### src/rtl/chave_pkg.sv
// Shared definitions for the switch-scan controller: channel count, select width
// and the sequencer state encoding.
package chave_pkg;

    localparam int N_CH  = 16;
    localparam int SEL_W = 4;

    typedef enum logic [2:0] {
        IDLE,
        SCAN_SET,
        SCAN_SMP,
        REQ_SET,
        REQ_SMP
    } scan_state_t;

    // The host port may only be accepted where the mux is free to be retargeted.
    function automatic logic is_ready_state(input scan_state_t s);
        return (s == IDLE) || (s == SCAN_SMP);
    endfunction

endpackage

### src/rtl/chave_debounce_bank.sv
// Per-channel debounce counters feeding the 16-bit debounced switch-state register.
// One channel is updated per sample strobe; chg pulses alongside each state flip.
module chave_debounce_bank
    import chave_pkg::*;
#(
    parameter int DEB_CNT = 3
) (
    input  logic             clk_i,
    input  logic             rst_i,
    input  logic             smp_en_i,
    input  logic [SEL_W-1:0] smp_ch_i,
    input  logic             smp_val_i,
    output logic [N_CH-1:0]  sw_state_o,
    output logic             chg_o
);

    localparam int CNT_W = $clog2(DEB_CNT + 1);
    localparam logic [CNT_W-1:0] CNT_LAST = CNT_W'(DEB_CNT - 1);

    logic [CNT_W-1:0] cnt_q [N_CH];
    logic [CNT_W-1:0] cnt_d [N_CH];
    logic [N_CH-1:0]  sw_state_q;
    logic [N_CH-1:0]  sw_state_d;
    logic             chg_q;
    logic             chg_d;

    // A sample that agrees with the stored state clears any pending disagreement.
    always_comb begin
        cnt_d      = cnt_q;
        sw_state_d = sw_state_q;
        chg_d      = 1'b0;
        if (smp_en_i) begin
            if (smp_val_i == sw_state_q[smp_ch_i]) begin
                cnt_d[smp_ch_i] = '0;
            end else if (cnt_q[smp_ch_i] == CNT_LAST) begin
                sw_state_d[smp_ch_i] = ~sw_state_q[smp_ch_i];
                cnt_d[smp_ch_i]      = '0;
                chg_d                = 1'b1;
            end else begin
                cnt_d[smp_ch_i] = cnt_q[smp_ch_i] + CNT_W'(1);
            end
        end
    end

    always_ff @(posedge clk_i) begin
        if (rst_i) begin
            for (int i = 0; i < N_CH; i++) begin
                cnt_q[i] <= '0;
            end
            sw_state_q <= '0;
            chg_q      <= 1'b0;
        end else begin
            cnt_q      <= cnt_d;
            sw_state_q <= sw_state_d;
            chg_q      <= chg_d;
        end
    end

    assign sw_state_o = sw_state_q;
    assign chg_o      = chg_q;

endmodule

### src/rtl/chave_scan_ctrl.sv
// Owner of the 16:1 switch-mux select: round-robin debounced scan with an
// interleaved, higher-priority one-shot host read port.
module chave_scan_ctrl
    import chave_pkg::*;
#(
    parameter int SETTLE_CYC = 4,
    parameter int DEB_CNT    = 3
) (
    input  logic             clk_i,
    input  logic             rst_i,
    input  logic             scan_en_i,
    output logic [SEL_W-1:0] sel_o,
    input  logic             mux_s_i,
    input  logic             req_valid_i,
    input  logic [SEL_W-1:0] req_ch_i,
    output logic             req_ready_o,
    output logic             rsp_valid_o,
    output logic             rsp_data_o,
    output logic [N_CH-1:0]  sw_state_o,
    output logic             chg_o,
    output logic             scan_done_o
);

    localparam int SET_W = (SETTLE_CYC > 1) ? $clog2(SETTLE_CYC) : 1;
    localparam logic [SET_W-1:0] SET_LAST = SET_W'(SETTLE_CYC - 1);
    localparam logic [SEL_W-1:0] LAST_CH  = SEL_W'(N_CH - 1);

    scan_state_t      state_q, state_d;
    logic [SEL_W-1:0] sel_q, sel_d;
    logic [SEL_W-1:0] ptr_q, ptr_d;
    logic [SET_W-1:0] set_cnt_q, set_cnt_d;
    logic             rsp_valid_q;
    logic             rsp_data_q;
    logic             scan_done_q;
    logic             req_fire;

    assign req_ready_o = is_ready_state(state_q) && !rst_i;
    assign req_fire    = req_valid_i && req_ready_o;

    // Every entry into a *_SET state restarts the settle counter from zero.
    always_comb begin
        state_d   = state_q;
        sel_d     = sel_q;
        ptr_d     = ptr_q;
        set_cnt_d = set_cnt_q;
        case (state_q)
            IDLE: begin
                set_cnt_d = '0;
                if (req_fire) begin
                    state_d = REQ_SET;
                    sel_d   = req_ch_i;
                end else if (scan_en_i) begin
                    state_d = SCAN_SET;
                    sel_d   = ptr_q;
                end
            end
            SCAN_SET: begin
                if (set_cnt_q == SET_LAST) begin
                    state_d = SCAN_SMP;
                end else begin
                    set_cnt_d = set_cnt_q + SET_W'(1);
                end
            end
            SCAN_SMP: begin
                ptr_d     = ptr_q + SEL_W'(1);
                set_cnt_d = '0;
                if (req_fire) begin
                    state_d = REQ_SET;
                    sel_d   = req_ch_i;
                end else if (scan_en_i) begin
                    state_d = SCAN_SET;
                    sel_d   = ptr_d;
                end else begin
                    state_d = IDLE;
                end
            end
            REQ_SET: begin
                if (set_cnt_q == SET_LAST) begin
                    state_d = REQ_SMP;
                end else begin
                    set_cnt_d = set_cnt_q + SET_W'(1);
                end
            end
            REQ_SMP: begin
                set_cnt_d = '0;
                if (scan_en_i) begin
                    state_d = SCAN_SET;
                    sel_d   = ptr_q;
                end else begin
                    state_d = IDLE;
                end
            end
            default: begin
                state_d = IDLE;
            end
        endcase
    end

    always_ff @(posedge clk_i) begin
        if (rst_i) begin
            state_q     <= IDLE;
            sel_q       <= '0;
            ptr_q       <= '0;
            set_cnt_q   <= '0;
            rsp_valid_q <= 1'b0;
            rsp_data_q  <= 1'b0;
            scan_done_q <= 1'b0;
        end else begin
            state_q     <= state_d;
            sel_q       <= sel_d;
            ptr_q       <= ptr_d;
            set_cnt_q   <= set_cnt_d;
            rsp_valid_q <= (state_q == REQ_SMP);
            scan_done_q <= (state_q == SCAN_SMP) && (ptr_q == LAST_CH);
            if (state_q == REQ_SMP) begin
                rsp_data_q <= mux_s_i;
            end
        end
    end

    // Host samples bypass the debouncer; only scan samples are filtered.
    chave_debounce_bank #(
        .DEB_CNT (DEB_CNT)
    ) u_debounce (
        .clk_i      (clk_i),
        .rst_i      (rst_i),
        .smp_en_i   (state_q == SCAN_SMP),
        .smp_ch_i   (ptr_q),
        .smp_val_i  (mux_s_i),
        .sw_state_o (sw_state_o),
        .chg_o      (chg_o)
    );

    assign sel_o       = sel_q;
    assign rsp_valid_o = rsp_valid_q;
    assign rsp_data_o  = rsp_data_q;
    assign scan_done_o = scan_done_q;

endmodule

### config.mk
export PLATFORM = sky130hd
export DESIGN_NAME = chave_scan_ctrl
export DESIGN_NICKNAME = d
export VERILOG_FILES = /design/src/rtl/chave_pkg.sv /design/src/rtl/chave_debounce_bank.sv /design/src/rtl/chave_scan_ctrl.sv
export SDC_FILE = /design/constraint.sdc
export NUM_CORES = 1
export LEC_CHECK = 0
export ABC_AREA = 1
export CAP_MARGIN = 20
export CORE_UTILIZATION = 64
export CTS_BUF_LIST = sky130_fd_sc_hd__clkbuf_8 sky130_fd_sc_hd__clkbuf_16
export DETAILED_ROUTE_END_ITERATION = 10
export PLACE_DENSITY = 0.86
export SYNTH_ARGS = -nofsm -noshare
export SYNTH_HDL_FRONTEND = slang
export SYNTH_SLANG_ARGS = --single-unit
### constraint.sdc
create_clock -name clk_i -period 6.5 [get_ports clk_i]
set_input_delay 0.975 -clock clk_i [delete_from_list [all_inputs] [get_ports clk_i]]
set_output_delay 0.975 -clock clk_i [all_outputs]
set_load 0.02 [all_outputs]
## Yosys cells after proc, flatten, opt, wreduce, memory -nomap -nowiden

Cells that the tools add are included.

| storage, ports and cells | value |
|---|---|
| flip-flop bits (word level) | 65 |
| output and inout bits | 25 |

| operators by class | value |
|---|---|
| bitwise gates (word level) | 6 |
| $lt $le $gt $ge | 4 |
| mux-type cells | 28 |
| $add $sub $neg | 3 |
| reduce and logical (&&, ||, !) cells | 17 |
| eq/ne operators | 13 |

Operators by type and width:

| cell | number |
|---|---|
| $mux W32 | 2 |
| $and A32 B32 Y32 | 1 |
| $bwmux W32 | 1 |
| $not A32 Y32 | 1 |
| $bwmux W16 | 1 |
| $mux W4 | 4 |
| $pmux W3 S5 | 1 |
| $mux W3 | 4 |
| $pmux W4 S3 | 1 |
| $mux W2 | 5 |
| $bmux W2 S4 | 1 |
| $demux W2 S4 | 1 |
| $eq A3 B2 Y1 const B | 2 |
| $ne A2 B2 Y1 const B | 3 |
| $ne A3 B3 Y1 const B | 2 |
| $reduce_and A3 Y1 | 2 |
| $reduce_or A3 Y1 | 2 |
| $ge A5 B5 Y1 const B | 1 |
| $logic_and A1 B1 Y1 | 5 |
| $lt A4 B5 Y1 const B | 1 |
| $lt A5 B1 Y1 const B | 1 |
| $not A4 Y5 | 1 |
| $add A2 B1 Y2 const B | 2 |
| $add A4 B1 Y4 const B | 1 |
| 18 further kinds | 25 |

## Longest topological paths before layout

Gate-level depths: netlist of run 1.

| logic depth | value |
|---|---|
| depth after elaboration | 9 |
| mapped depth | 20 |
| depth with buffers taken out | 15 |

## Modules after synthesis

From an unflattened synthesis of run 1, not the netlist that was laid out.

| unflattened totals | value |
|---|---|
| cell total of the unflattened synthesis | 826 |
| area total of the unflattened synthesis | 4,715.8 sq um |

By module, submodules not included:

| module | seq. area each (sq um) | cells an instance | instances | area each (sq um) |
|---|---|---|---|---|
| chave_debounce_bank | 980.9 | 684 | 1 | 3,734.8 |
| chave_scan_ctrl | 320.3 | 142 | 1 | 980.9 |

## Worst setup path after synthesis of run 1

Ideal clock, no wire load.

| timing path | value |
|---|---|
| path type | flip-flop to flip-flop |
| from | register ptr_q[0] |
| to | register u_debounce.cnt_q[15] (netlist bit) |
| arrival | 2.843 ns |
| buffers on the path | 7 |
| setup time | 0.113 ns |
| required time | 6.387 ns |
| period minus slack after synthesis | 2.956 ns |
| slack | 3.544 ns |
| stages on the path, launching flop included | 19 |
| cell sequence | dfxtp_1 buf_6 buf_6 buf_6 buf_2 a21oi_1 o21ai_0 a21oi_1 or4_1 ha_1 clkbuf_1 inv_1 buf_2 clkbuf_1 o21ai_0 nand2_1 o21ai_0 nor2_1 nor2_1 |

| between the ends | value |
|---|---|
| cells in the longest elaborated chain, start to end | 9 |
| elaborated cells between the ends (all ways) | 19 |
| those cells by class | 1 x add/sub; 2 x order compare; 2 x eq/ne; 10 x mux; 3 x bitwise; 1 x reduce/logical |

RTL lines:

| element | RTL line | RTL |
|---|---|---|
| start: declaration | chave_scan_ctrl.sv:30 | `logic [SEL_W-1:0] ptr_q, ptr_d;` |
| start signal: assignment | chave_scan_ctrl.sv:111 | `ptr_q <= ptr_d;` |
| branches (longest 8 deep; another with $add A2 B1 Y2) | - |  |
| $mux W32 (*) | chave_debounce_bank.sv:33 | `if (smp_val_i == sw_state_q[smp_ch_i]) begin` |
| end signal: assignment | chave_debounce_bank.sv:53 | `cnt_q <= cnt_d;` |
| end: declaration | chave_debounce_bank.sv:20 | `logic [CNT_W-1:0] cnt_q [N_CH];` |

Mark *: on every way between the ends. The select of a mux whose other input is x is not followed.
A chain may end at the register's enable or synchronous reset.

## Final worst setup path of run 1

| timing path | value |
|---|---|
| from | register ptr_q[1] |
| to | register u_debounce.sw_state_q[4] (netlist: u_debounce.sw_state_o[4]) |

| between the ends | value |
|---|---|
| cells in the longest elaborated chain, start to end | 6 |
| elaborated cells between the ends (all ways) | 17 |
| those cells by class | 2 x order compare; 2 x eq/ne; 8 x mux; 3 x bitwise; 2 x reduce/logical |

RTL lines:

| element | RTL line | RTL |
|---|---|---|
| $not A4 Y5 (not written as such) | chave_debounce_bank.sv:35 | `end else if (cnt_q[smp_ch_i] == CNT_LAST) begin` |
| $bmux W2 S4 | chave_debounce_bank.sv:35 |  |
| $mux W2 (not written as such) (2 in a row) | chave_debounce_bank.sv:35 |  |
| $eq A2 B2 Y1 | chave_debounce_bank.sv:35 |  |
| $reduce_and A3 Y1 (no source line) | - |  |
| end signal: assignment | chave_debounce_bank.sv:54 | `sw_state_q <= sw_state_d;` |
| end: declaration | chave_debounce_bank.sv:22 | `logic [N_CH-1:0] sw_state_q;` |

Several ways; a longest one is shown, not always the timed one. The select of a mux whose other input is x is not followed.

==> results.cfg, run 1 <==
[clock_network]
clock_latency_ns = 0.35
numCtsBuffers = 9
cts_root_buffer = clkbuf_8
clk_pin_slew_worst_paths_ns = 0.07
cts_tree = done
postCtsSetupRepairBufs = 0
ctsResizeCount = 0
cts_sinks = 65
cts_buffer_depth = 2
postCtsHoldBufs = 0
cts_max_level = 3

[sta]
maxSlewViolCount = 0
period_minus_slack_ns = 3.991
period_share_pct = 61.40
final-setup-viol-count = 0
worstMarginPinSlew_ns = 0.8759
rsz0062_at_grt = false
skew_ns = 0.008641
relSlewSlack_pct = 41.40
fmax_ghz = 0.2506
finalHoldViolations = 0
fin_setup_tns_ns = 0

[placement]
hpwl_microns = 7691
port_buffers = 33
gp_congestion = 0.8823

[die]
dieArea_sq_mm = 0.007117
die_y_microns = 84.37
start_util_pct = 67.22
fp.dieW_microns = 84.37
io_pins = 34
row_count = 29
coreArea_sq_mm = 0.006459

[synth]
synth_top_area_cell = dfxtp_1
synth-seq-cells = 65
yosysSeqAreaShare_pct = 29.97
synth_compound_gate_area_share_pct = 13.29
synth_top_area_share_pct = 29.97
synth_top_family_by_area = simple AND/OR/NAND/NOR gates
synth_nets = 764
yosys_warnings = 0
synthSimpleGateAreaFrac_pct = 41.93
yosys.cell_types.count = 34
synthCells = 749
synth-xor-area-share_pct = 0.2017
yosys.area_share.adder_pct = 1.729
synth.mux.area_fraction_pct = 0
post_synth.cell_area_avg_sq_um = 5.797
syn_area_sq_mm = 0.004342
synthTopCellsByArea = dfxtp_1, nand2_1, nor2_1

[route]
drc_errors = 3
routedWlPerCell_microns = 13.64
wl_microns = 11470
drt_iter0_markers = 578
via_per_inst = 5.692
ant_nets = 0
via_count = 4787
first_pass_iters = 8

[grt]
grt_pass1_wl_microns = 19250
grt_pass1_vias = 4331
antenna_found_initial = 0
grt_max_degree = 57
grt.total_usage_pct = 33.32
grt-ovfl-total = 0

[critical_path]
worstPathRequired_ns = 6.75
cp-start-kind = flop
setup.worst_path.end_class = flop
crit_chain = inv_1, nand3_1, o21ai_0, nand2_1, nand2_1, nor2_4, ha_1, inv_1, buf_4, nor2_2, nand4_1, nand2_1, a21oi_1
worstSetupPathType = flop to flop
arrival_ns = 4.24
critPathMaxFanout = 47
critical-path-max-stage-delay_ns = 0.80
cpMaxStageDelayCell = dfxtp_1
crit_path_frequent_cell = nand2_1

[power_and_ir_drop]
leakagePower_nw = 2.207
finalPower_w = 0.001565
vdd_ir_drop_max_mv = 0.2158
p_per_area_mw_per_mm2 = 328.9

[layout]
nets = 774
area_delta_synth_final_pct = 9.596
final_layout_size_suffix_gt1_share_pct = 4.319
antenna_cells = 0
nFillCells = 553

[min_path]
hold_path_class = flop to flop

[outcome]
violations = design-rule violations
status = finished with violations

[job]
drv_cap = 0
worst max-delay path, delay by kind of cell, from the launching register on:
family	cells	cell delay (ns)
AOI/OAI and AO/OA	2	0.17
buffers and inverters	3	0.93
and+or+nand+nor	7	1.41
DFF	1	0.80
adders and majority gates	1	0.54
layout make-up:
class	count	area, sq um	share of cell area [%]
Timing Repair Buffer	37	360.3	7.573
Inverter	90	340.3	7.152
Sequential cell	65	1301	27.35
Tap cell	77	96.34	2.025
Multi-Input combinational cell	556	2486	52.25
Clock buffer	11	151.4	3.182
Clock inverter	5	22.52	0.4733
placed cells by master (no fill, tap or decap), types with 5 or more instances in the layout:
cell type        synthesis  final
o21ai_0                 38     38
nor3_1                   6      5
o211ai_1                 7      7
inv_1                   85     87
nand2_1                262    262
nand2_2                  5      5
o21ai_1                  7      7
clkbuf_8                 0     11
a21oi_1                 40     40
nor2_1                 102    102
nand3_1                 43     43
clkdlybuf4s50_1          0     33
nand4_1                 18     18
ha_1                     6      6
dfxtp_1                 65     65
o31ai_1                  6      6
cells by family (layout without fill, tap and decap cells):
kind of cell    count (synthesis)  after routing
compound gates                106            106
fa+ha+maj                       6              6
simple gates                  443            443
flops                          65             65
xor+xnor                        1              1
buf+inv                       128            143
metal layers:
metal / global-route usage, % / vias up / wire [microns]
li1: - / 2386 / -
met1: 43.31 / 2101 / 4831
met2: 53.95 / 271 / 5224
met3: 6.981 / 29 / 1192
met4: 14.18 / 0 / 223
met5: 0 / - / 0
synthesized netlist by cell type:
cell type and n:
inv_2 3, nand2_4 1, nor2_2 1, buf_4 1, nand2_2 5, a21o_1 1, nor2_4 1, nand4_1 18
dfxtp_1 65, clkbuf_1 12, clkinv_1 1, nor2_1 102, nand2_1 262, buf_1 7, or2_2 1, buf_2 10
o21ai_0 38, or4_1 1, nor3_1 6, nor3_4 1, buf_6 8, inv_4 1, nand3_1 43, a21oi_1 40
o211ai_1 7, o21ai_1 7, inv_1 85, xor2_1 1, nor4_1 1, ha_1 6, a31oi_1 3, o41ai_1 1
o22ai_1 3, o31ai_1 6
worst paths after layout:
kind,start,end,slack (ns),depth (start not counted)
setup / recovery,ptr_q[1],u_debounce.sw_state_o[4],2.51,13
hold / removal,u_debounce.sw_state_o[12],u_debounce.sw_state_o[12],0.47,2
setup reg to reg,ptr_q[1],u_debounce.sw_state_o[4],2.51,13
hold reg to reg,u_debounce.sw_state_o[12],u_debounce.sw_state_o[12],0.47,2
sequential cells by signal, indices dropped and copies added, names as in the netlist:
name                   flops
u_debounce.chg_o           1
ptr_q                      4
sel_o                      4
u_debounce.sw_state_o     16
state_q                    3
u_debounce.cnt_q          32
scan_done_o                1
rsp_valid_o                1
set_cnt_q                  2
rsp_data_o                 1
per-stage QoR:
step	std cells	cell area (sq um)	hold WS [ns]	setup WS, ns	util, %
4_1_cts	841	4758	0.4703	2.652	73.67
2_1_floorplan	749	4342	0.4381	3.544	-
5_1_grt	841	4758	0.4914	2.254	73.67
6_report	841	4758	0.4693	2.509	73.67
3_3_place_gp	825	4584	0.4561	2.689	70.98
3_5_place_dp	825	4584	0.4596	2.691	70.98
power by group:
part | switching (W) | leakage [nW] | total [W] | internal [W]
sequential | 0.0000515 | 0.528 | 0.000513 | 0.000462
clock | 0.000159 | 0.101 | 0.000314 | 0.000155
combinational | 0.000521 | 1.58 | 0.000738 | 0.000217
Note: power is estimated with default switching activity, not from simulation.
==> run 2, diff against run 1 <==
--- a/config.mk
+++ b/config.mk
@@ -7,10 +7,10 @@
 export LEC_CHECK = 0
 export ABC_AREA = 1
 export CAP_MARGIN = 20
-export CORE_UTILIZATION = 64
+export CORE_UTILIZATION = 59
 export CTS_BUF_LIST = sky130_fd_sc_hd__clkbuf_8 sky130_fd_sc_hd__clkbuf_16
 export DETAILED_ROUTE_END_ITERATION = 10
-export PLACE_DENSITY = 0.86
+export PLACE_DENSITY = 0.81
 export SYNTH_ARGS = -nofsm -noshare
 export SYNTH_HDL_FRONTEND = slang
 export SYNTH_SLANG_ARGS = --single-unit
==> constraint.sdc (replaced) <==
create_clock -name clk_i -period 3.8 [get_ports clk_i]
set_input_delay 0.57 -clock clk_i [delete_from_list [all_inputs] [get_ports clk_i]]
set_output_delay 0.57 -clock clk_i [all_outputs]
set_load 0.02 [all_outputs]
==> results.cfg, run 2 (same netlist as run 1, synthesis figures left out) <==
[outcome]
status = finished clean

[route]
via_count = 4789
drc_errors = 0
first_pass_iters = 6
drt_iter0_markers = 487
ant_nets = 0
wl_microns = 11730
routedWlPerCell_microns = 13.59
via_per_inst = 5.549

[grt]
grt.total_usage_pct = 32.19
grt_max_degree = 57
grt_pass1_vias = 4126
antenna_found_initial = 0
grt-ovfl-total = 0
grt_pass1_wl_microns = 19350

[power_and_ir_drop]
power.internal_w = 0.001616
seq_power_share_pct = 29.9
finalPower_w = 0.002900
vdd_ir_drop_max_mv = 0.4600
leakagePower_nw = 2.239
sw_frac_of_total_pct = 44.26
clockPowerShare_pct = 25.3
p_sw_w = 0.001284
p_comb_share_pct = 44.8
p_per_area_mw_per_mm2 = 592.9

[layout]
mostFrequentLayoutCells = nand2_1, nor2_1, inv_1
antenna_cells = 0
largest_reg_flops = 32
nFillCells = 599
final_layout_size_suffix_gt1_share_pct = 4.954
area_delta_synth_final_pct = 12.65
final_common_cell = nand2_1
regMostFlops = u_debounce.cnt_q
nets = 777

[critical_path]
r2r_setup_slack_ns = 0.39
cpLargestDelayFamily = simple AND/OR/NAND/NOR gates
arrival_ns = 3.71
rr_endpoint = u_debounce.cnt_q[20]
cpMaxStageDelayCell = dfxtp_1
cp-start-kind = flop
rr_startpoint = ptr_q[0]
reg2regPathDepth = 12
setup.worst_path.end_class = flop
critical-path-max-stage-delay_ns = 0.70
worstPathRequired_ns = 4.09
worstSetupPathType = flop to flop
crit_chain = buf_12, a21oi_1, o21ai_0, a21oi_1, or4_1, ha_1, inv_1, buf_4, nand3_1, nand2_1, nor2_1, nor2_1
timing.critical_path.buf_inv = 3
critPathMaxFanout = 23

[die]
fp.dieW_microns = 87.79
coreArea_sq_mm = 0.006944
die_y_microns = 87.79
dieArea_sq_mm = 0.007706
row_count = 30
start_util_pct = 62.52
io_pins = 34

[clock_network]
cts_max_level = 3
clock_latency_ns = 0.36
cts_root_buffer = clkbuf_8
ctsResizeCount = 0
cts_sinks = 65
numCtsBuffers = 9
postCtsSetupRepairBufs = 0
postCtsHoldBufs = 0
cts_tree = done
cts_buffer_depth = 2
clk_pin_slew_worst_paths_ns = 0.08

[sta]
maxSlewViolCount = 0
relSlewSlack_pct = 58.30
skew_ns = 0.01281
worstMarginPinSlew_ns = 0.6231
period_share_pct = 89.80
fin_setup_tns_ns = 0
final-setup-viol-count = 0
rsz0062_at_grt = false
finalHoldViolations = 0
fmax_ghz = 0.2930
period_minus_slack_ns = 3.413

[min_path]
hold_path_class = flop to flop
hold_start = set_cnt_q[1]
hold_path_end = set_cnt_q[1]
holdPathStages = 2

[placement]
hpwl_microns = 8093
port_buffers = 33
gp_congestion = 0.8488

[job]
drv_cap = 0
-- run 2: cell count changes in the layout (fill, tap and decap cells not counted), sizes merged --
cell | before | now
clkinvlp | 0 | 2
bufinv | 0 | 3
clkbuf | 11 | 9
buf | 4 | 7
clkinv | 4 | 3
inv | 91 | 89
-- run 2: through the flow --
stage          utilization, %  setup slack, ns  hold slack (ns)  cell area [sq um]  cells
3_3_place_gp            66.86           0.5056           0.4562               4643    847
6_report                70.43           0.3874           0.4762               4891    863
5_1_grt                 70.43          0.04371           0.4972               4891    863
4_1_cts                 70.36           0.4125           0.4749               4886    863
2_1_floorplan               -           0.8443           0.4381               4342    749
3_5_place_dp            66.86           0.4205           0.4627               4643    847
-- run 2: how the worst max path moves through the flow --
stage | start | end | slack, ns | cells past startpoint
global placement | ptr_q[0] | u_debounce.sw_state_o[13] | 0.51 | 14
finish | ptr_q[0] | u_debounce.cnt_q[20] | 0.39 | 12
floorplan | ptr_q[0] | u_debounce.cnt_q[15] | 0.84 | 18
global route | ptr_q[0] | u_debounce.sw_state_o[9] | 0.04 | 13
detailed placement | ptr_q[0] | u_debounce.sw_state_o[7] | 0.42 | 14
CTS | ptr_q[0] | u_debounce.sw_state_o[6] | 0.41 | 14
-- run 2: worst min-delay path: stages (launching register included) --
cell and delay, ns:
dfxtp_1 0.32, nand2_1 0.06, a21oi_1 0.05
-- run 2: per-layer routing --
layer  up-vias  share of wire, %  track usage [%]
met5         -                 0                0
met4         0               2.3            13.11
met3        32               7.6            5.184
met2       210                46            51.59
met1      2156                44            43.11
li1       2391                 -                -
-- run 2: cell type report --
cell class                 count  area, sq um  area share (%)
timing repair buffer          40        395.4           8.084
clock buffer                   9        123.9           2.533
multi-input combinational    556         2491           50.93
inverter                      90        340.3           6.958
tap                           96        120.1           2.456
sequential                    65         1301           26.61
clock inverter                 7        118.9           2.430
-- run 2: power groups by stage --
stage / registers [W] / logic, W / clock network [W]
2_1_floorplan: 0.000870 / 0.00100 / 0
3_3_place_gp: 0.000877 / 0.00123 / 0
3_5_place_dp: 0.000880 / 0.00126 / 0
4_1_cts: 0.000866 / 0.00127 / 0.000736
5_1_grt: 0.000880 / 0.00145 / 0.000760
6_report: 0.000868 / 0.00130 / 0.000732
==> run 3, diff against run 2 <==
--- a/config.mk
+++ b/config.mk
@@ -7,6 +7,7 @@
 export LEC_CHECK = 0
 export ABC_AREA = 1
 export CAP_MARGIN = 20
+export CORE_MARGIN = 2
 export CORE_UTILIZATION = 59
 export CTS_BUF_LIST = sky130_fd_sc_hd__clkbuf_8 sky130_fd_sc_hd__clkbuf_16
 export DETAILED_ROUTE_END_ITERATION = 10
==> results.cfg, run 3 (same netlist as run 1, synthesis figures left out) <==
[critical_path]
crit_chain = inv_4, o21ai_0, a21oi_1, or4_1, ha_1, inv_1, buf_4, nand3_1, o21ai_0, nand2_1, o21ai_0, nor2_1, nor2_1
cp-start-kind = flop
cpLargestDelayFamily = simple AND/OR/NAND/NOR gates
worstSetupPathType = flop to flop
arrival_ns = 3.74
critical-path-max-stage-delay_ns = 0.69
crit_path_frequent_cell = o21ai_0
setup.worst_path.end_class = flop
timing.critical_path.buf_inv = 3
cpMaxStageDelayCell = dfxtp_1
worstPathRequired_ns = 4.10
critPathMaxFanout = 23

[placement]
hpwl_microns = 8001
postPlaceCellArea_sq_mm = 0.004649
gp_congestion = 0.8938
port_buffers = 33

[sta]
final-setup-viol-count = 0
period_share_pct = 90.60
worstMarginPinSlew_ns = 0.6732
finalHoldViolations = 0
relSlewSlack_pct = 55.07
fin_setup_tns_ns = 0
fmax_ghz = 0.2905
skew_ns = 0.008727
maxSlewViolCount = 0
rsz0062_at_grt = false
period_minus_slack_ns = 3.443

[route]
via_per_inst = 5.459
wl_microns = 11420
ant_nets = 0
drt_iter0_markers = 423
via_count = 4738
drc_errors = 0
first_pass_iters = 5
routedWlPerCell_microns = 13.16

[grt]
antenna_found_initial = 0
grt_busiest_layer = met2
grt_use_met1_pct = 38.25
use_met3_pct = 4.359
grt_max_degree = 57
grt_pass1_wl_microns = 19100
grt_pass1_vias = 4163
use_met2_pct = 46.72
grt.total_usage_pct = 28.63
grt-ovfl-total = 0

[clock_network]
numCtsBuffers = 9
postCtsSetupRepairBufs = 0
ctsResizeCount = 0
cts_tree = done
cts_buffer_depth = 2
postCtsHoldBufs = 0
clk_pin_slew_worst_paths_ns = 0.07
cts_root_buffer = clkbuf_8
clock_latency_ns = 0.36
cts_sinks = 65
cts_max_level = 3

[min_path]
hold_path_class = flop to flop

[layout]
area_delta_synth_final_pct = 11.07
largest_reg_flops = 32
antenna_cells = 0
final_common_cell = nand2_1
final_layout_size_suffix_gt1_share_pct = 5.072
final_cell_area_sq_mm = 0.004822
regMostFlops = u_debounce.cnt_q
nets = 779
mostFrequentLayoutCells = nand2_1, nor2_1, inv_1

[die]
coreArea_sq_mm = 0.007176
io_pins = 34
fp.dieW_microns = 89.79
row_count = 31
dieArea_sq_mm = 0.008061
die_y_microns = 89.79
start_util_pct = 60.51

[outcome]
status = finished clean

[power_and_ir_drop]
leakagePower_nw = 2.223
vdd_ir_drop_max_mv = 0.3151
p_per_area_mw_per_mm2 = 555.8

[job]
drv_cap = 0
## run 3: final cells by class
cell class | count | area (sq um)
inverter | 90 | 340.3
fill | 667 | 2354
tap | 99 | 123.9
timing repair buffer | 42 | 397.9
multi-input combinational | 556 | 2486
sequential | 65 | 1301
clock buffer | 10 | 137.6
clock inverter | 6 | 35.03
## run 3: worst paths after layout
path | slack [ns] | endpoint | startpoint | depth (start not counted)
worst max-delay path | 0.36 | u_debounce.cnt_q[21] | ptr_q[0] | 13
worst min-delay path | 0.47 | u_debounce.sw_state_o[8] | u_debounce.sw_state_o[8] | 2
worst max register to register | 0.36 | u_debounce.cnt_q[21] | ptr_q[0] | 13
worst min register to register | 0.47 | u_debounce.sw_state_o[8] | u_debounce.sw_state_o[8] | 2
## run 3: metrics by stage
stage	power [W]	hold WS, ns	worst slack, ns	cells	utilization [%]
after CTS	0.002665	0.4685	0.4527	868	67.20
final	0.002680	0.4675	0.3572	868	67.20
after global placement	0.002092	0.4576	0.5749	852	64.80
after global routing	0.002881	0.4960	0.05416	868	67.20
after floorplan	0.001875	0.4381	0.8443	749	-
after detailed placement	0.002133	0.4580	0.4935	852	64.80
## run 3: tightest hold or removal path, stage by stage (launching register included)
cell and delay, ns:
dfxtp_1 0.31, inv_1 0.06, a21oi_1 0.06
## run 3: power by group
part | total [W] | switching, W | internal (W)
clock | 0.000538 | 0.000289 | 0.000250
sequential | 0.000869 | 0.0000801 | 0.000789
combinational | 0.00127 | 0.000885 | 0.000388
## run 3: per-layer routing
metal | part of all wire (%) | wire (microns)
met5 | 0 | 0
met4 | 1.7 | 196
met3 | 7.4 | 845
met2 | 46 | 5289
met1 | 45 | 5092
==> edit 1: new RTL, config.mk and constraints of run 1 <==
The 5 states of `scan_state_t` get a one-hot encoding in 5 bits.
--- a/src/rtl/chave_pkg.sv
+++ b/src/rtl/chave_pkg.sv
@@ -5,12 +5,12 @@
     localparam int N_CH  = 16;
     localparam int SEL_W = 4;
 
-    typedef enum logic [2:0] {
-        IDLE,
-        SCAN_SET,
-        SCAN_SMP,
-        REQ_SET,
-        REQ_SMP
+    typedef enum logic [4:0] {
+        IDLE     = 5'b00001,
+        SCAN_SET = 5'b00010,
+        SCAN_SMP = 5'b00100,
+        REQ_SET  = 5'b01000,
+        REQ_SMP  = 5'b10000
     } scan_state_t;
 
     // The host port may only be accepted where the mux is free to be retargeted.
Behaviour: same outputs for any inputs over 10 cycles, from zero or initial values and one cycle with rst_i high; not proved beyond that.
==> edit 1 against run 1 <==
- synthesized area up 3.7%
- routed wire length rose by 8.9%
- synthesized cell count increased by 3.5%
- final cell count up 5.5%
- largest cell class unchanged
- worst hold slack got worse by 0.019 ns
- sequential cell count is 2 higher
- setup slack got worse by 0.091 ns
- critical path depth is 2 lower
- cell area increased by 6.4%
- critical endpoint is now u_debounce.sw_state_o[2]$_SDFFE_PP0P_
Power is not compared: it rests on default switching activity, and its combinational part moved more than twofold at a synthesized area within 25%.
==> edit 1: results (changes against run 1) <==
antenna_found_initial: 0  # unchanged
cp_data_arrival_time_ns: 4.37  # was 4.24 ns
gp_congestion: 0.887  # was 0.882
drtIter0Drc: 392  # was 578
min-delay-start: "rsp_data_o$_SDFFE_PP0P_"  # was u_debounce.sw_state_o[12]$_SDFFE_PP0P_
synthArstFlopShare: 0  # unchanged
yosysWarnings: 0  # unchanged
fillerInstances: 565  # was 553
post_dp_cell_area_um2: 4790  # was 4580 um^2
cts_resized: 0  # unchanged
top_register: "u_debounce.cnt_q"  # unchanged
via_per_inst: 5.62  # was 5.69
largest_reg_flops: 32  # unchanged
switching_share: 0.266
wl_met3_um: 1310  # was 1190 um
wl_met2_um: 5790  # was 5220 um
place_ws_ns: 2.63  # was 2.69 ns
grt_pass1_vias: 4591  # was 4,331
place_inst: 871  # was 825
m1WireLength_um: 5170  # was 4830 um
crit_fanout: 23  # was 47
yosys-top-cells-count: "nand2_1 (264), nor2_1 (108), inv_1 (92)"  # was nand2_1 (262), nor2_1 (102), inv_1 (85)
yosysUniqueCellTypes: 30  # was 34
clkTransAtPathRegs_ns: 0.08
syn-num-nets: 790  # was 764
firstDrtPassIters: 7  # was 8
cts_made_buffers: 9  # unchanged
grt_max_degree: 58  # was 57
routed_wirelength_um: 12500  # was 11,500 um
outcome: "complete, no violations"  # was complete, but fails checks
wl_per_cell_um: 14.1  # was 13.6 um
grt_use_total: 0.356  # was 0.333
fin_setup_tns_ns: 0  # unchanged
drive_gt1_frac: 0.0632  # was 0.0432
skew_ns: 0.0115  # was 0.00864 ns
reg2reg_depth: 11  # was 13
port_buffers: 33  # unchanged
num-nets-final: 801  # was 774
post_cts_buffers: 0  # unchanged
gr-total-overflow: 0  # unchanged
leakage_nw: 2.32
synth.yosys.seq_area_share: 0.298  # was 0.300
dp_hpwl_um: 8430  # was 7690 um
clk_path_buf_depth: 2  # unchanged
syn_avg_cell_area_um2: 5.81  # was 5.80 um^2
vdd.ir_drop.worst_mv: 0.146
startpoint: "ptr_q[1]$_SDFFE_PP0P_"  # unchanged
grt_pass1_wl_um: 20900  # was 19,300 um
synth.area.top_cells: "dfxtp_1 (30%), nand2_1 (22%), nor2_1 (9.0%)"  # was dfxtp_1 (30%), nand2_1 (23%), nor2_1 (8.8%)
slew_headroom: 0.448  # was 0.414
==> edit 1: cell families after synthesis <==
logic type	count (synthesis)	share of synthesized area
fa+ha+maj	6	0.0167
flops	67	0.298
buf+inv	133	0.124
compound gates	102	0.132
simple gates	467	0.430
==> edit 1: power groups by stage <==
stage | Combinational, mW | Sequential, mW | Clock (mW)
global route | 0.153 | 0.434 | 0.499
CTS | 0.134 | 0.432 | 0.479
global placement | 0.129 | 0.441 | 0
detailed placement | 0.133 | 0.441 | 0
finish | 0.137 | 0.433 | 0.485
floorplan | 0.0841 | 0.448 | 0
==> edit 1: path summary, 6_finish.rpt <==
kind                                           end  slack [ns]
max          u_debounce.sw_state_o[2]$_SDFFE_PP0P_        2.42
min                        rsp_data_o$_SDFFE_PP0P_        0.45
max reg2reg  u_debounce.sw_state_o[2]$_SDFFE_PP0P_        2.42
min reg2reg                rsp_data_o$_SDFFE_PP0P_        0.45
==> edit 1: worst max-delay path, cell delays in order (launching register included) <==
cell and delay [ns]:
dfxtp_1 0.71, inv_1 0.44, o211ai_1 0.23, nand2_1 0.08, nand2_1 0.06, nand2_1 0.06, nor2_2 0.27, ha_1 0.54
inv_1 0.50, nor3_4 0.82, nand2_1 0.12, a21oi_1 0.18
==> edit 1: per-layer routing <==
| metal | global-route usage | vias up |
|---|---|---|
| li1 | - | 2456 |
| met3 | 0.0751 | 31 |
| met4 | 0.155 | 0 |
| met2 | 0.579 | 293 |
| met5 | 0 | - |
| met1 | 0.457 | 2208 |
==> edit 1: cell type report <==
type                       count  area (um^2)  area share
multi-input combinational    575         2610       0.515
sequential                    67         1340       0.265
timing repair buffer          37          360      0.0712
inverter                      96          360      0.0712
clock buffer                  10          138      0.0272
clock inverter                 6          136      0.0269
tap                           96          120      0.0237
==> edit 2: new RTL, flow settings as in run 1 <==
Without the edit above. `DEB_CNT` is set to 3 in 2 places; all go to 2.
--- a/src/rtl/chave_debounce_bank.sv
+++ b/src/rtl/chave_debounce_bank.sv
@@ -3,7 +3,7 @@
 module chave_debounce_bank
     import chave_pkg::*;
 #(
-    parameter int DEB_CNT = 3
+    parameter int DEB_CNT = 2
 ) (
     input  logic             clk_i,
     input  logic             rst_i,
--- a/src/rtl/chave_scan_ctrl.sv
+++ b/src/rtl/chave_scan_ctrl.sv
@@ -4,7 +4,7 @@
     import chave_pkg::*;
 #(
     parameter int SETTLE_CYC = 4,
-    parameter int DEB_CNT    = 3
+    parameter int DEB_CNT    = 2
 ) (
     input  logic             clk_i,
     input  logic             rst_i,
Behaviour: no difference found for any inputs over 10 cycles, from zero or initial values and one cycle with rst_i high; that may be too few to reach the edited logic, so the function may still have changed.
==> edit 2 against run 1 <==
- cell area is 7.5% higher
- total power is 5.3% higher
- clock power is 14% higher
- critical path depth increased by 2
- clock skew decreased by 0.0019 ns
- count of clock-buffer cells in the layout unchanged
- synthesized area increased by 6.7%
- via count increased by 10%
- sequential cell count unchanged
- global-route usage grew 1.3 points
- setup slack better by 0.12 ns
- routed wire length grew 8.2%
- critical endpoint is now u_debounce.cnt_q[9]$_SDFFE_PP0P_
- largest power group unchanged
==> edit 2: results (changes against run 1) <==
grt_max_degree: 60  # was 57
drive_gt1_frac: 0.0355  # was 0.0432
grt_pass1_vias: 4637  # was 4,331
synthAdderAreaFrac: 0.0162  # was 0.0173
firstDrtPassIters: 6  # was 8
syn-num-nets: 848  # was 764
yosysUniqueCellTypes: 29  # was 34
via_per_inst: 5.59  # was 5.69
vdd.ir_drop.worst_mv: 0.199  # was 0.216 mV
grt_pass1_wl_um: 20700  # was 19,300 um
leakage_nw: 2.50  # was 2.21 nW
place_inst: 927  # was 825
wl_met3_um: 1090  # was 1190 um
outcome: "complete, no violations"  # was complete, but fails checks
grt_use_total: 0.346  # was 0.333
dp_hpwl_um: 8450  # was 7690 um
wl_per_cell_um: 13.2  # was 13.6 um
netlist_instances: 833  # was 749
critPathMaxStageDelay_ns: 0.72  # was 0.80 ns
min_to: "set_cnt_q[1]$_SDFFE_PP0P_"  # was u_debounce.sw_state_o[12]$_SDFFE_PP0P_
m1WireLength_um: 5340  # was 4830 um
synth.area.top_cells: "dfxtp_1 (28%), nand2_1 (26%), inv_1 (8.3%)"  # was dfxtp_1 (30%), nand2_1 (23%), nor2_1 (8.8%)
synthXorXnorAreaFrac: 0  # was 0.00202
synth_compound_area_frac: 0.131  # was 0.133
synthArstFlopShare: 0  # unchanged
reg2reg_slack_ns: 2.63  # was 2.51 ns
skew_ns: 0.00679  # was 0.00864 ns
grt_use_met2: 0.585  # was 0.539
post_dp_cell_area_um2: 4920  # was 4580 um^2
grtUsageMet3: 0.0445  # was 0.0698
yosys-top-cells-count: "nand2_1 (316), inv_1 (102), nor2_1 (102)"  # was nand2_1 (262), nor2_1 (102), inv_1 (85)
num-nets-final: 857  # was 774
min-delay-start: "set_cnt_q[1]$_SDFFE_PP0P_"  # was u_debounce.sw_state_o[12]$_SDFFE_PP0P_
worst_pin_slew_ns: 1.04  # was 0.876 ns
setup.worst_path.end: "u_debounce.cnt_q[9]$_SDFFE_PP0P_"  # was u_debounce.sw_state_o[4]$_SDFFE_PP0P_
stdcell_count: 942  # was 841
drtIter0Drc: 533  # was 578
place_ws_ns: 2.81  # was 2.69 ns
synthMuxAreaShare: 0  # unchanged
gp_congestion: 0.885  # was 0.882
cp_data_arrival_time_ns: 4.15  # was 4.24 ns
p_int_mw: 0.879  # was 0.833 mW
crit_fanout: 17  # was 47
synth.yosys.seq_area_share: 0.281  # was 0.300
-- edit 2: area by class of cell --
type | instances | area [um^2]
flip-flops and latches | 65 | 1300
clock buffers | 11 | 151
clock inverters | 4 | 43.8
fillers | 642 | 1790
inverters | 106 | 398
well taps | 96 | 120
multi-input cells | 621 | 2730
repair buffers | 39 | 375
-- edit 2: power groups by stage --
stage | Combinational (mW) | Clock [mW] | Sequential (mW)
final | 0.780 | 0.357 | 0.511
after global routing | 0.875 | 0.373 | 0.518
after CTS | 0.764 | 0.356 | 0.510
after detailed placement | 0.759 | 0 | 0.518
after global placement | 0.741 | 0 | 0.516
after floorplan | 0.606 | 0 | 0.514
-- edit 2: critical path, delay by kind of cell, from the launching register on --
| family | cells | cell delay [ns] |
|---|---|---|
| AOI/OAI and AO/OA | 3 | 0.33 |
| adders and majority gates | 1 | 0.42 |
| buffers and inverters | 3 | 0.99 |
| DFF | 1 | 0.72 |
| and+or+nand+nor | 8 | 1.34 |
